[src/rtl/spi_reg_bridge.sv]
`default_nettype none
// ============================================================================
// Module : spi_reg_bridge
// SPI mode-0 slave that converts MCU frames into single-cycle register strobes.
// Rev    : 1.0
// ============================================================================

module spi_reg_bridge #(
    parameter int SYNC_STAGES = 2,
    parameter int DUMMY_BITS  = 8
) (
    input  logic        clk,
    input  logic        reset,
    input  logic        spi_clk,
    input  logic        spi_ncs,
    input  logic        spi_din,
    output logic        spi_dout,
    output logic        r_valid,
    output logic        r_wen,
    output logic [11:0] r_addr,
    output logic [31:0] r_wdata,
    input  logic [31:0] r_rdata
);

    localparam logic [5:0] c_HDR_BITS    = 6'd16;
    localparam logic [5:0] c_WR_BITS     = 6'd48;
    localparam logic [5:0] c_DOUT_START  = 6'(16 + DUMMY_BITS);
    localparam logic [5:0] c_SHIFT_START = 6'(17 + DUMMY_BITS);
    localparam logic [5:0] c_BIT_MAX     = 6'd63;

    logic [SYNC_STAGES-1:0] r_sclk_sync;
    logic [SYNC_STAGES-1:0] r_ncs_sync;
    logic [SYNC_STAGES-1:0] r_din_sync;
    logic                   r_sclk_prev;
    logic                   r_rise_q;
    logic [5:0]             r_bit_cnt;
    logic [31:0]            r_in_sr;
    logic [31:0]            r_out_sr;

    logic w_sclk;
    logic w_ncs;
    logic w_din;
    logic w_rise;
    logic w_fall;

    assign w_sclk = r_sclk_sync[SYNC_STAGES-1];
    assign w_ncs  = r_ncs_sync[SYNC_STAGES-1];
    assign w_din  = r_din_sync[SYNC_STAGES-1];
    assign w_rise = w_sclk & ~r_sclk_prev & ~w_ncs;
    assign w_fall = ~w_sclk & r_sclk_prev & ~w_ncs;

    // Chip select resets to the idle (high) level so no frame starts out of reset.
    always_ff @(posedge clk or posedge reset) begin
        if (reset) begin
            r_sclk_sync <= '0;
            r_ncs_sync  <= '1;
            r_din_sync  <= '0;
            r_sclk_prev <= 1'b0;
        end else begin
            r_sclk_sync <= {r_sclk_sync[SYNC_STAGES-2:0], spi_clk};
            r_ncs_sync  <= {r_ncs_sync[SYNC_STAGES-2:0], spi_ncs};
            r_din_sync  <= {r_din_sync[SYNC_STAGES-2:0], spi_din};
            r_sclk_prev <= w_sclk;
        end
    end

    always_ff @(posedge clk or posedge reset) begin
        if (reset) begin
            r_rise_q  <= 1'b0;
            r_bit_cnt <= '0;
            r_in_sr   <= '0;
        end else begin
            r_rise_q <= w_rise;
            if (w_ncs) begin
                r_bit_cnt <= '0;
            end else if (w_rise) begin
                r_in_sr <= {r_in_sr[30:0], w_din};
                if (r_bit_cnt != c_BIT_MAX) begin
                    r_bit_cnt <= r_bit_cnt + 6'd1;
                end
            end
        end
    end

    // Decisions are taken the clk after the counting edge, so the counter value
    // uniquely identifies the 16th / 48th bit and fires once per frame.
    always_ff @(posedge clk or posedge reset) begin
        if (reset) begin
            r_valid  <= 1'b0;
            r_wen    <= 1'b0;
            r_addr   <= '0;
            r_wdata  <= '0;
            r_out_sr <= '0;
        end else begin
            r_valid <= 1'b0;
            if (r_rise_q && !w_ncs && r_bit_cnt == c_HDR_BITS) begin
                r_addr <= r_in_sr[11:0];
                r_wen  <= r_in_sr[15];
                if (!r_in_sr[15]) begin
                    r_valid <= 1'b1;
                end
            end
            if (r_rise_q && !w_ncs && r_wen && r_bit_cnt == c_WR_BITS) begin
                r_wdata <= r_in_sr;
                r_valid <= 1'b1;
            end
            if (r_valid && !r_wen) begin
                r_out_sr <= r_rdata;
            end else if (w_fall && r_bit_cnt >= c_SHIFT_START) begin
                r_out_sr <= {r_out_sr[30:0], 1'b0};
            end
        end
    end

    // Driven straight from flops to keep MISO latency within one SPI half period.
    assign spi_dout = ~w_ncs & ~r_wen & (r_bit_cnt >= c_DOUT_START) & r_out_sr[31];

endmodule

`default_nettype wire

[config.mk]
export PLATFORM = sky130hd
export DESIGN_NAME = spi_reg_bridge
export DESIGN_NICKNAME = d
export VERILOG_FILES = /design/src/rtl/spi_reg_bridge.sv
export SDC_FILE = /design/constraint.sdc
export NUM_CORES = 1
export LEC_CHECK = 0
export BUFFER_PORTS_ARGS = -buffer_cell sky130_fd_sc_hd__buf_2
export CAP_MARGIN = 0
export CORE_UTILIZATION = 51
export DETAILED_ROUTE_END_ITERATION = 8
export PLACE_DENSITY = 0.72
export SLEW_MARGIN = 15
export SYNTH_ARGS = -nofsm -noshare
export SYNTH_HDL_FRONTEND = slang
export SYNTH_SLANG_ARGS = --single-unit
export TNS_END_PERCENT = 50
[constraint.sdc]
create_clock -name clk -period 6.49 [get_ports clk]
set_input_delay 0.9735 -clock clk [delete_from_list [all_inputs] [get_ports clk]]
set_output_delay 0.9735 -clock clk [all_outputs]
set_load 0.1 [all_outputs]
# Word level (Yosys, flattened, before mapping)
# Index checks and enable logic that the tools add are counted.
# word_totals
ff_bits	124
in_bits	37
output_inout_bits	47
elab_cells	50
# op_classes
muxes	8
add_sub_neg	1
n_bitwise	11
n_eq_ne	3
magnitude_cmp	2
reduce_logical	13
# op_table
cell	count
$mux 32	2
$mux 6	3
$ge 6x5->1 const B	2
$and 1x1->1	7
$add 6x1->6 const B	1
$eq 6x5->1 const B	1
$eq 6x6->1 const B	1
$logic_and 1x1->1	6
$ne 6x6->1 const B	1
$reduce_bool 2->1	3
$not 1->1	4
$reduce_and 2->1	2
$mux 1	3
$logic_not 1->1	2

# Logic depth before layout (Yosys ltp)
# Gate-level depths: netlist of run 1.
# depth
depth_word	6
depth_mapped	8
ltp_nobuf	6

# Worst setup path before layout of run 1
# No wires, ideal clock.
# synth_path
path_type	reg-to-output
startpoint	register r_wen
endpoint	output spi_dout
t_required_ns	5.516
path_buffers	0
slack_ns	1.506
path_stages_with_launch	2
arrival_ns	4.011
cell_sequence	dfrtp_1 > nor4b_1
# synth_via
elab_chain_cells	4
# synth_lines
item	line_no	text
from (decl)	19	output logic r_wen,
from (signal assigned)	98	r_wen <= r_in_sr[15];
$not 1->1	116	assign spi_dout = ~w_ncs & ~r_wen & (r_bit_cnt >= c_DOUT_START) & r_out_sr[31];
$and 1x1->1 (3 in series)	116	
to (decl)	17	output logic spi_dout,
# No other way between the ends.

# Worst setup path after layout of run 1
# layout_path
startpoint	register r_bit_cnt[5]
endpoint	output spi_dout
# layout_via
elab_chain_cells	3
# layout_lines
item	line_no	text
from (decl)	36	logic [5:0] r_bit_cnt;
from (signal assigned)	79	r_bit_cnt <= r_bit_cnt + 6'd1;
$ge 6x5->1	116	
$and 1x1->1 (2 in series)	116	
# No other way between the ends.

==> impl.org, run 1 <==
** Layout
- Fillers :: 714
- Summing all flip-flop and latch instances after layout gives between 3000 and 4000 µm².
- Share of layout cells above drive strength 1 :: roughly 42%
- Area occupied by multi-input gates :: 1770 µm²
- Area growth from synthesis to final layout :: 20.8%
- Number of antenna diodes :: 0
- At the end of the flow, the number of nets in the layout was 518.

** Place
- Summed over all nets, the half-perimeter wirelength after detailed placement is around 5500 µm.
- The count of buffers added on input and output ports is 83.
- Routability-driven placement finished with a final weighted congestion of 0.760.

** Route
- Detail Route Antenna Nets :: 0
- After detailed routing, the number of vias per cell comes to 5.17.
- Residual DRC count :: 0
- Wirelength, routed :: 9050 µm
- Initial drt markers :: 120
- The first detailed-routing pass ran for 4 iterations.
- Via total after detailed routing :: approximately 3200
- Routed len/inst :: roughly 15 µm

** Power and ir drop
- Static leakage power :: just over 3 nW
- Areal power density over the cells :: ~300 nW/µm²
- Of the total power, the share spent switching nets is 22.1%.
- Combinational cells account for under 10% of the total power.
- Maximum resistive drop on vdd :: 0.212 mV
- Switching pwr :: 0.409 mW
- Per report_power, the clock group accounts for about half of the total.
- Cell internal power was estimated by the tool at 1.44 mW.
- Sequential fraction of design power :: 45.4%

** Critical path
- Endpoint of the lowest-slack register-to-register path :: r_out_sr[30]
- The worst register-to-register path begins at r_bit_cnt[1].
- Reg2Reg Setup Slack :: 3840 ps
- Setup crit end :: spi_dout
- The largest individual stage delay along the critical path comes from the cell sky130_fd_sc_hd__dfrtp_1.
- The number of cells on the worst reg-to-reg path is 6.
- Worst setup path class :: register to output pin
- Delay contributed by the slowest stage of the critical path :: 530 ps
- Worst path required time :: ~5500 ps
- Of all nets on the critical path, the largest fanout is 9.
- The worst setup path is launched from a register.
- Data arrival time of the critical path :: 2020 ps
- Cell breakdown of the critical path :: a21oi_2, nor4b_1, buf_2
- The worst setup path is captured at an output pin.
- Tracing the worst setup path back leads to its startpoint at r_bit_cnt[5].

** Clock network
- Clk buf depth :: 2
- Clk Tree Root Cell :: sky130_fd_sc_hd__clkbuf_8
- Clock network latency to the later pin of the worst-skew pair :: 510 ps
- CTS tree :: done
- Number of cells upsized or downsized after cts :: 0
- # clock sinks :: between 100 and 150
- Setup bufs post-CTS :: 0
- After clock tree synthesis, the clock-pin slew on the worst setup and hold paths is 60 ps.
- H-tree depth :: 4
- Hold-fix buffers, CTS :: 0
- Clock tree synthesis inserted a total of 17 buffers.

** Logic synthesis
- The number of nets handed over by synthesis was ~440.
- Of the post-synthesis cell area, the dominant cell type holds 60.7%.
- Seq cells post-synth :: ~120
- The Yosys step of the flow raised 0 warnings.
- Instance count of the mapped netlist :: 397
- Post-synthesis area per instance :: between 10 and 15 µm²
- Yosys mapped a number of flops with a built-in enable equal to 0.
- Count of different cell masters after synthesis :: 35
- Most instantiated flip-flop cell in the synthesis netlist :: sky130_fd_sc_hd__dfrtp_1
- Most common cell in the synthesized netlist :: sky130_fd_sc_hd__dfrtp_1
- After synthesis, flip-flops and latches occupy 61.7% of the total area.
- Biggest area contributors in the synthesized netlist :: sky130_fd_sc_hd__dfrtp_1 61%, sky130_fd_sc_hd__mux2_2 17%, sky130_fd_sc_hd__nand2_1 4.6%
- The synthesized netlist occupies a cell area of 5030 µm².
- The biggest area contributor in the post-synthesis netlist is sky130_fd_sc_hd__dfrtp_1.
- After synthesis, the share of flip-flops with an asynchronous set or reset is 100%.
- Synth top cells by count :: 122 x sky130_fd_sc_hd__dfrtp_1, 76 x sky130_fd_sc_hd__mux2_2, 61 x sky130_fd_sc_hd__nand2_1

** STA
- Slew at the pin closest to its max-slew limit :: 1090 ps
- The final-report max-slew violation count is 0.
- The final-report hold violation count came to 0.
- For this run, the top clock speed supported by timing is 334 MHz.
- Setup repair after global routing left no endpoint under its margin.
- Summed over all failing endpoints, the final setup total negative slack is 0 ps.
- Setup violations remaining at the end of the flow were counted as 0.
- Subtracting the final worst setup slack from the clock period gives ~3000 ps.
- Tightest slew margin relative to the limit :: 27.3%
- For the final database, setup skew stands at 5.54 ps.
- Hold WS :: 346 ps
- Crit share post-route :: 46.2%

** Global route
- Via count of the first global-routing pass :: 3198
- Global-route total usage across every layer :: 19.8%
- For this run the aggregate overflow at the end of global routing stands at 0.
- Antenna violations before repair :: 0
- Maximum number of pins on one net before global-route repair :: 65
- First-pass GRT wire length :: 15500 µm

** Min path
- The min-delay analysis places its worst path in the category register to register.

** Die
- Std-Cell Core Area :: 9420 µm²
- The floorplan step set the die width to 101 µm.
- Die footprint :: about 10000 µm²
- Pin placement for this block handled 84 I/O pins.
- Measured along the y axis, the die boundary spans 101 µm.
- Initial Util :: 53.4%
- After floorplanning, the core was divided into 35 placement rows.

** Outcome
- The flow ran to the end, and the final reports show no timing, DRC or antenna violations.

** Job
- Across the run, the number of max-cap violations was 0.
-- worst max-delay path, delay by kind of cell, from the launching register on --
| kind | cells | cell delay (ps) |
|---|---|---|
| and+or+nand+nor | 1 | 380 |
| AOI/OAI and AO/OA | 1 | 110 |
| DFF | 1 | 530 |
| buffers and inverters | 1 | 500 |
-- routing by layer --
metal	vias to the layer above	GRT usage (%)	part of all wire, %
li1	1524	-	-
met1	1590	26.9	47
met2	82	29.5	46
met3	5	7.18	5.6
met4	0	7.25	0.57
met5	-	0	0
-- registers in the layout, summed over array words and instances (netlist names) --
signal       cells
r_wen            1
r_valid          1
r_sclk_sync      2
r_rise_q         1
r_bit_cnt        6
r_out_sr        32
r_in_sr         32
r_wdata         32
r_addr          12
r_sclk_prev      1
r_din_sync       2
r_ncs_sync       2
-- worst min-delay path by stage --
stage                        start             end  slack, ps  cells past startpoint
global placement     r_din_sync[0]   r_din_sync[1]        330                      0
global route        r_sclk_sync[0]  r_sclk_sync[1]        350                      0
detailed placement  r_sclk_sync[0]  r_sclk_sync[1]        340                      0
floorplan            r_din_sync[0]   r_din_sync[1]        330                      0
CTS                 r_sclk_sync[0]  r_sclk_sync[1]        350                      0
finish              r_sclk_sync[0]  r_sclk_sync[1]        350                      0
-- cells by family (layout without fill, tap and decap cells) --
kind of cell / count (synthesis) / count (layout) / share of synthesized area (%)
adder cells (fa/ha/maj): 4 / 4 / 0.995
AND/OR/NAND/NOR: 120 / 120 / 10.7
multiplexers: 79 / 79 / 17.6
XOR/XNOR: 3 / 3 / 0.522
flip-flops: 124 / 124 / 61.7
AO/OA/AOI/OAI: 39 / 39 / 4.95
buffers and inverters: 28 / 121 / 3.51
-- layout by cell type, fill, tap and decap left out, drive strengths merged, types with 2 or more instances in the layout --
cell      synthesis  layout
nor2             38      38
nor2b             3       3
and3              2       2
inv               4       6
mux2             77      77
mux2i             2       2
xor2              2       2
clkinv            0       4
a31oi            31      31
ha                4       4
o211ai            2       2
o21ai             3       3
clkbuf            7      19
nand2            64      64
bufinv            0       3
dfrtp           122     122
buf              17      85
clkinvlp          0       4
dfstp             2       2
nand2b            3       3
nor4b             3       3
nand3             3       3
-- stage by stage --
| step | utilization (%) | cell area, µm² | std cells | setup slack (ps) | power [mW] |
|---|---|---|---|---|---|
| floorplan | - | 5030 | 397 | 1510 | 0.897 |
| global placement | 58.2 | 5480 | 587 | 3980 | 0.925 |
| finish | 64.6 | 6080 | 619 | 3490 | 1.85 |
| global route | 64.6 | 6080 | 619 | 3390 | 1.93 |
| CTS | 64.6 | 6080 | 619 | 3490 | 1.88 |
| detailed placement | 58.2 | 5480 | 587 | 3880 | 0.931 |
-- area by class of cell --
type / count / area share (%)
Clock inverter: 13 / 2.72
Timing Repair Buffer: 85 / 7.08
Multi-Input combinational cell: 245 / 29.1
Clock buffer: 19 / 7.10
Sequential cell: 124 / 51.1
Inverter: 4 / 0.288
Tap cell: 129 / 2.65
-- power by group through the flow --
stage / clock network (mW) / registers, mW / logic [mW]
after detailed placement: 0 / 0.856 / 0.0744
after floorplan: 0 / 0.843 / 0.0539
final: 0.938 / 0.842 / 0.0731
after global placement: 0 / 0.854 / 0.0711
after global routing: 0.994 / 0.849 / 0.0836
after CTS: 0.960 / 0.843 / 0.0754
Power figures use the tool's default switching activity.
==> inputs of run 2 (changes only) <==
clock period = 3.1 ns   (was 6.49 ns; I/O delays follow)
==> run 2 against run 1 <==
Effect of this change:
- die area stayed put
- first-iteration DRC count is 25% higher
- count of clock-buffer cells in the layout stayed put
- register-to-register slack worse by 2900 ps
- core utilization is 0.88 points higher
- final cell count is 0.65% higher
- sequential cell count stayed put
- sequential power is 110% higher
==> impl.org, run 2 (synthesis gave the netlist of run 1 again) <==
** Outcome
- The run finished with clean final reports.

** Critical path
- Kind of start point of the critical path :: register
- CP Capture Type :: output pin
- Worst path required time :: 2630 ps (-2890 ps)
- Tracing the worst setup path back leads to its startpoint at r_bit_cnt[5].
- Highest fanout seen on the critical path :: 9 (unchanged)
- The startpoint identified for the worst register-to-register timing path is r_bit_cnt[1].
- The signal arrival time at the worst endpoint was 1850 ps (-170 ps).
- The worst setup path is of the register to output pin kind.
- The worst-case register-to-register setup slack came to 890 ps (-2950 ps).

** STA
- Tightest slew margin relative to the limit :: 27.6% (+0.29 points)
- Slew at the pin closest to its max-slew limit :: 1090 ps (-4.32 ps)
- The final-report max-slew violation count was 0 (unchanged).
- The final-report hold violation count was 0 (unchanged).
- Setup violators final :: 0 (unchanged)
- Setup repair after global routing left no endpoint under its margin.
- Post-route setup TNS :: 0 ps (unchanged)
- Minimum clock period :: 2320 ps
- Derived from the worst setup path, the maximum achievable clock frequency is 432 MHz.
- Clk_skew :: 8.98 ps (+3.44 ps)
- Crit share post-route :: 74.7%

** Layout
- Number of antenna diodes :: 0 (unchanged)
- Share of layout cells above drive strength 1 :: 42.9% (+0.87 points)
- Final std cell area, no fill :: 6160 µm² (+1.4%)
- Largest registers in the final layout :: r_in_sr (32), r_out_sr (32), r_wdata (32)
- The number of nets in the finished design is 522 (+0.77%).
- The number of filler instances in the final layout is 734 (+2.8%).
- Most frequent standard cell in the layout excluding fill and tap cells :: sky130_fd_sc_hd__dfrtp_1
- Utilization of the core after routing :: 65.4% (+0.88 points)
- Finished Layout Cells :: 623 (+0.65%)
- Area growth from synthesis to final layout :: 22.5%
- The library cells used most frequently in the layout, excluding fill and tap cells, are 122 x sky130_fd_sc_hd__dfrtp_1, 83 x sky130_fd_sc_hd__buf_2, 76 x sky130_fd_sc_hd__mux2_2.

** Die
- The core footprint is 9420 µm² (unchanged).
- The chip width came to 101 µm (unchanged).
- The top-level I/O count came to 84 (unchanged).
- The die extent in y was 101 µm (unchanged).
- The effective utilization at floorplan is 53.4% (unchanged).
- The count of standard-cell rows came to 35 (unchanged).
- Die footprint :: 10300 µm² (unchanged)

** Global route
- The global-route wire length before repair is 15500 µm (+0.14%).
- The overall routing resource usage was 20.1% (+0.32 points).
- The remaining global-route overflow came to 0 (unchanged).
- Maximum number of pins on one net before global-route repair :: 65 (unchanged)
- The initial antenna violation count is 0 (unchanged).
- The number of global-route vias before repair was 3206 (+0.25%).

** Power and ir drop
- The static leakage power was 3.15 nW (+1.3%).
- The internal portion of total power is 3.07 mW (+110%).
- The net switching power is 0.891 mW (+120%).
- The maximum resistive drop on vdd was 0.502 mV (+140%).
- Sequential fraction of design power :: 44.6% (-0.8 points)
- The switching power share of the total is 22.5% (+0.47 points).
- Part of the total power dissipated in combinational logic :: 4.1% (+0.2 points)
- Areal power density over the cells :: 642 nW/µm² (+110%)
- Clock power frac :: 51.3% (+0.7 points)

** Route
- Detail Route Antenna Nets :: 0 (unchanged)
- The number of optimization iterations in the first detailed-route pass is 6 (+2).
- Initial drt markers :: 150 (+25%)
- Routed len/inst :: 15.1 µm (+3.2%)
- Wirelength, routed :: 9400 µm (+3.9%)
- Residual DRC count :: 0 (unchanged)
- Via total after detailed routing :: 3239 (+1.2%)
- The post-detailed-route via-to-cell ratio is 5.20 (+0.54%).

** Clock network
- Hold-fix buffers, CTS :: 0 (unchanged)
- # clock sinks :: 124 (unchanged)
- Number of buffers created by CTS :: 17 (unchanged)
- The clock insertion delay at the later pin of the skew report was 520 ps (about the same).
- The clock-pin slew of the registers on the worst-case setup and hold paths is 60 ps (about the same).
- Setup bufs post-CTS :: 0 (unchanged)
- Number of cells upsized or downsized after cts :: 0 (unchanged)
- CTS tree :: done
- The cell sitting at the root of the clock tree is a sky130_fd_sc_hd__clkbuf_8.
- Clk buf depth :: 2 (unchanged)
- The number of levels the H-tree was split into came to 4 (unchanged).

** Place
- Cell count after placement :: 591 (+0.68%)
- Input/output buffers :: 83 (unchanged)
- Post-detail-place hpwl :: 5880 µm (+7.3%)
- The placer congestion estimate came to 0.716 (-5.7%).
- The cell area after placement is 5550 µm² (+1.1%).

** Job
- The max-capacitance violation count is 0 (unchanged).

** Min path
- Startpoint of the most critical hold path :: spi_din
- Path class of the lowest-slack min-delay path :: input port to register
[run 2: changes by cell type in the layout (fill, tap and decap cells not counted), moves of 2 or more]
cell / delta
sky130_fd_sc_hd__inv_6: +4
sky130_fd_sc_hd__buf_4: +2
sky130_fd_sc_hd__clkinv_2: -2
sky130_fd_sc_hd__buf_12: +2
[run 2: power groups by stage]
stage	sequential [mW]	clock [mW]	combinational, mW
after floorplan	1.77	0	0.113
after global placement	1.79	0	0.156
after detailed placement	1.79	0	0.163
after CTS	1.77	2.07	0.168
after global routing	1.78	2.14	0.185
final	1.77	2.03	0.162
[run 2: path summary, 6_finish.rpt]
| check | end | cells past startpoint |
|---|---|---|
| setup / recovery | spi_dout | 3 |
| hold / removal | r_din_sync[0] | 1 |
| setup reg to reg | r_out_sr[30] | 7 |
| hold reg to reg | r_sclk_sync[1] | 0 |
| max in group asynchronous | r_ncs_sync[0] | 3 |
| min in group asynchronous | r_wdata[7] | 2 |
[run 2: final cells by class]
type                            count  area [µm²]  share of cell area, %
Multi-Input combinational cell    245        1770                   28.8
Clock buffer                       19         442                   7.17
Timing Repair Buffer               89         485                   7.88
Inverter                            4        18.8                  0.305
Tap cell                          129         161                   2.62
Sequential cell                   124        3110                   50.4
Clock inverter                     13         175                   2.84
[run 2: per-layer routing]
metal	global-route usage (%)	part of all wire [%]	routed length (µm)
met1	25.7	45	4200
met2	31.9	48	4520
met3	7.45	5.8	545
met4	6.91	1.5	138
met5	0	0	0
[run 2: critical path, cell delays in order, from the launching register on]
cell	delay (ps)
sky130_fd_sc_hd__dfrtp_1	530
sky130_fd_sc_hd__a21oi_2	110
sky130_fd_sc_hd__nor4b_2	220
sky130_fd_sc_hd__buf_2	470
[run 2: stage by stage]
stage	power (mW)	setup WS (ps)	hold slack (ps)
after detailed placement	1.96	963	335
after floorplan	1.88	17.3	331
final	3.96	784	52.1
after global routing	4.10	724	28.3
after CTS	4.00	772	31.4
after global placement	1.94	992	333
==> inputs of run 3 (changes only) <==
CORE_UTILIZATION = 50   (was 51)
PLACE_DENSITY = 0.74   (was 0.72)
clock period = 2.1 ns   (was 3.1 ns; I/O delays follow)
==> run 3 against run 2 <==
Effect of this change:
- sequential power rose by 47%
- critical path depth stayed put
- sequential share of layout area down 1.1 points
- combinational power up 58%
- register-to-register slack worse by 670 ps
- critical path type unchanged
- critical endpoint unchanged
==> impl.org, run 3 (synthesis gave the netlist of run 1 again) <==
** Outcome
- The flow ran to the end, and the final reports show no timing, DRC or antenna violations.

** Route
- The number of nets with antenna violations after detailed routing came to 0 (unchanged).
- The number of design-rule violations left by the first detailed-router iteration is 138 (-8.0%).
- The total wirelength of the detailed-routed design came to 9340 µm (-0.60%).
- Residual DRC count :: 0 (unchanged)
- Via total after detailed routing :: 3286 (+1.5%)
- Routed len/inst :: 14.7 µm (-2.8%)
- The post-detailed-route via-to-cell ratio is 5.16 (-0.78%).
- The number of optimization iterations in the first detailed-route pass was 4 (-2).

** STA
- Clk_skew :: 6.36 ps (-2.62 ps)
- The final-report hold violation count is 0 (unchanged).
- The final-report max-slew violation count is 0 (unchanged).
- Unrepaired setup endpoints after global routing :: false
- The max-slew headroom at the worst pin is 66.3% (+39 points).
- The total setup violations reported at the end of the flow is 0 (unchanged).
- After layout, the worst path uses 94.3% of the clock period.
- Timing would allow up to ~510 MHz.
- Slew at the pin closest to its max-slew limit :: 509 ps (-578 ps)
- Minimum clock period :: 1980 ps
- Post-route setup TNS :: 0 ps (unchanged)

** Clock network
- The clock-pin slew of the registers on the worst-case setup and hold paths came to 60 ps (about the same).
- The tree is rooted in a sky130_fd_sc_hd__clkbuf_8.
- H-tree depth :: 4 (unchanged)
- The clock insertion delay at the later pin of the skew report was 520 ps (about the same).
- Clk buf depth :: 2 (unchanged)
- # clock sinks :: 124 (unchanged)
- The clock buffer count from CTS came to 17 (unchanged).
- CTS tree :: done
- Setup bufs post-CTS :: 0 (unchanged)

** Critical path
- The endpoint identified for the worst register-to-register timing path is r_out_sr[30].
- Delay contributed by the slowest stage of the critical path :: 370 ps (-160 ps)
- The worst-case register-to-register setup slack came to 220 ps (-670 ps).
- CP Capture Type :: output pin
- In this run the critical register-to-register path is launched from r_bit_cnt[0].
- The slowest stage of the critical path belongs to the cell sky130_fd_sc_hd__dfstp_2.
- Cell breakdown of the critical path :: buf_4, nor4b_4, buf_6
- Highest fanout seen on the critical path :: 10 (+1)
- Data arrival time of the critical path :: 1660 ps (-190 ps)
- Worst setup path class :: register to output pin
- The depth of the worst register-to-register path was 7 (unchanged).
- The worst setup path is launched from a register.
- The worst endpoint required time came to 1780 ps (-850 ps).

** Global route
- The overall routing resource usage was 19.7% (-0.41 points).
- The remaining global-route overflow was 0 (unchanged).
- First-pass GRT wire length :: 15400 µm (-0.89%)
- Via count of the first global-routing pass :: 3261 (+1.7%)
- The initial antenna violation count is 0 (unchanged).
- The largest net degree at the start of global routing came to 44 (-32%).

** Power and ir drop
- Areal power density over the cells :: 916 nW/µm² (+43%)
- Overall power :: 5.77 mW (+46%)
- Maximum resistive drop on vdd :: 0.928 mV (+85%)
- Static leakage power :: 3.21 nW (+1.8%)

** Die
- Placement Rows :: 36 (+2.9%)
- The effective utilization at floorplan came to 51.5% (-2.0 points).
- Die footprint :: 10500 µm² (+2.0%)
- Std-Cell Core Area :: 9770 µm² (+3.8%)
- The top-level I/O count was 84 (unchanged).
- The chip width was 102 µm (+0.98%).
- The die extent in y came to 102 µm (+0.98%).

** Min path
- Startpoint of the most critical hold path :: r_rdata[0]
- Path class of the lowest-slack min-delay path :: input port to register
- The hold path depth came to 3 (+2).
- Sink of the worst hold path :: r_out_sr[0]

** Layout
- Share of layout cells above drive strength 1 :: 43.3% (+0.34 points)
- Most frequent cells in the layout :: 120 x sky130_fd_sc_hd__dfrtp_1, 82 x sky130_fd_sc_hd__buf_2, 76 x sky130_fd_sc_hd__mux2_2
- In the final layout, the registers with the most flip-flops are r_in_sr (32), r_out_sr (32), r_wdata (32).
- The antenna diode instance count was 0 (unchanged).
- Area growth from synthesis to final layout :: 25.2%
- The number of nets in the finished design is 533 (+2.1%).
- Most frequent standard cell in the layout excluding fill and tap cells :: sky130_fd_sc_hd__dfrtp_1

** Place
- The final HPWL from detailed placement was 5980 µm (+1.8%).
- Input/output buffers :: 83 (unchanged)
- Placer's final routability congestion estimate :: 0.798 (+11%)

** Job
- MaxCap Viol Count :: 0 (unchanged)
==> run 3: metrics by stage <==
step / utilization, % / setup slack (ps) / area, µm² / cells / hold slack [ps]
4_1_cts: 64.3 / 2.05 / 6290 / 637 / 22.0
3_3_place_gp: 57.7 / 262 / 5640 / 602 / 333
2_1_floorplan: - / -833 / 5040 / 397 / 319
6_report: 64.5 / 120 / 6300 / 637 / 48.3
3_5_place_dp: 57.7 / 188 / 5640 / 602 / 343
5_1_grt: 64.5 / 48.5 / 6300 / 637 / 40.0
==> run 3: power breakdown <==
part	internal, mW	total (mW)	switching, mW
logic	0.136	0.256	0.120
clock network	1.90	2.91	1.01
registers	2.51	2.60	0.0956
==> run 3: timing repair <==
| action | in CTS | in global routing |
|---|---|---|
| gates resized for setup | 3 | 3 |
| hold endpoints to repair | 18 | 0 |
| endpoints found under the setup margin | 1 | 2 |
| hold buffers | 4 | 0 |
| pin swaps | 0 | 0 |
==> run 3: worst max-delay path, delay by kind of cell, from the launching register on <==
family	cells	cell delay, ps
buf+inv	2	450
flops	1	370
simple gates	1	330
==> run 3: cell type report <==
| class | instances | area [µm²] |
|---|---|---|
| fillers | 757 | 3470 |
| inverters | 4 | 18.8 |
| flip-flops and latches | 124 | 3110 |
| multi-input cells | 245 | 1780 |
| clock inverters | 9 | 136 |
| well taps | 133 | 166 |
| repair buffers | 100 | 626 |
| clock buffers | 22 | 463 |
==> run 3: worst max path at each step <==
stage	from	to	slack (ps)	depth (start not counted)
floorplan	r_wen	spi_dout	-830	1
global placement	r_bit_cnt[2]	r_wdata[24]	260	5
detailed placement	r_bit_cnt[0]	r_out_sr[13]	190	8
CTS	r_bit_cnt[3]	spi_dout	2	3
global route	r_bit_cnt[0]	r_out_sr[20]	50	8
finish	r_ncs_sync[1]	spi_dout	120	3
==> run 3: metal layers <==
metal	up-vias	track usage, %	wire, µm
li1	1557	-	-
met1	1616	24.8	4220
met4	0	8.79	155
met5	-	0	0
met3	14	7.59	606
met2	99	30.5	4360
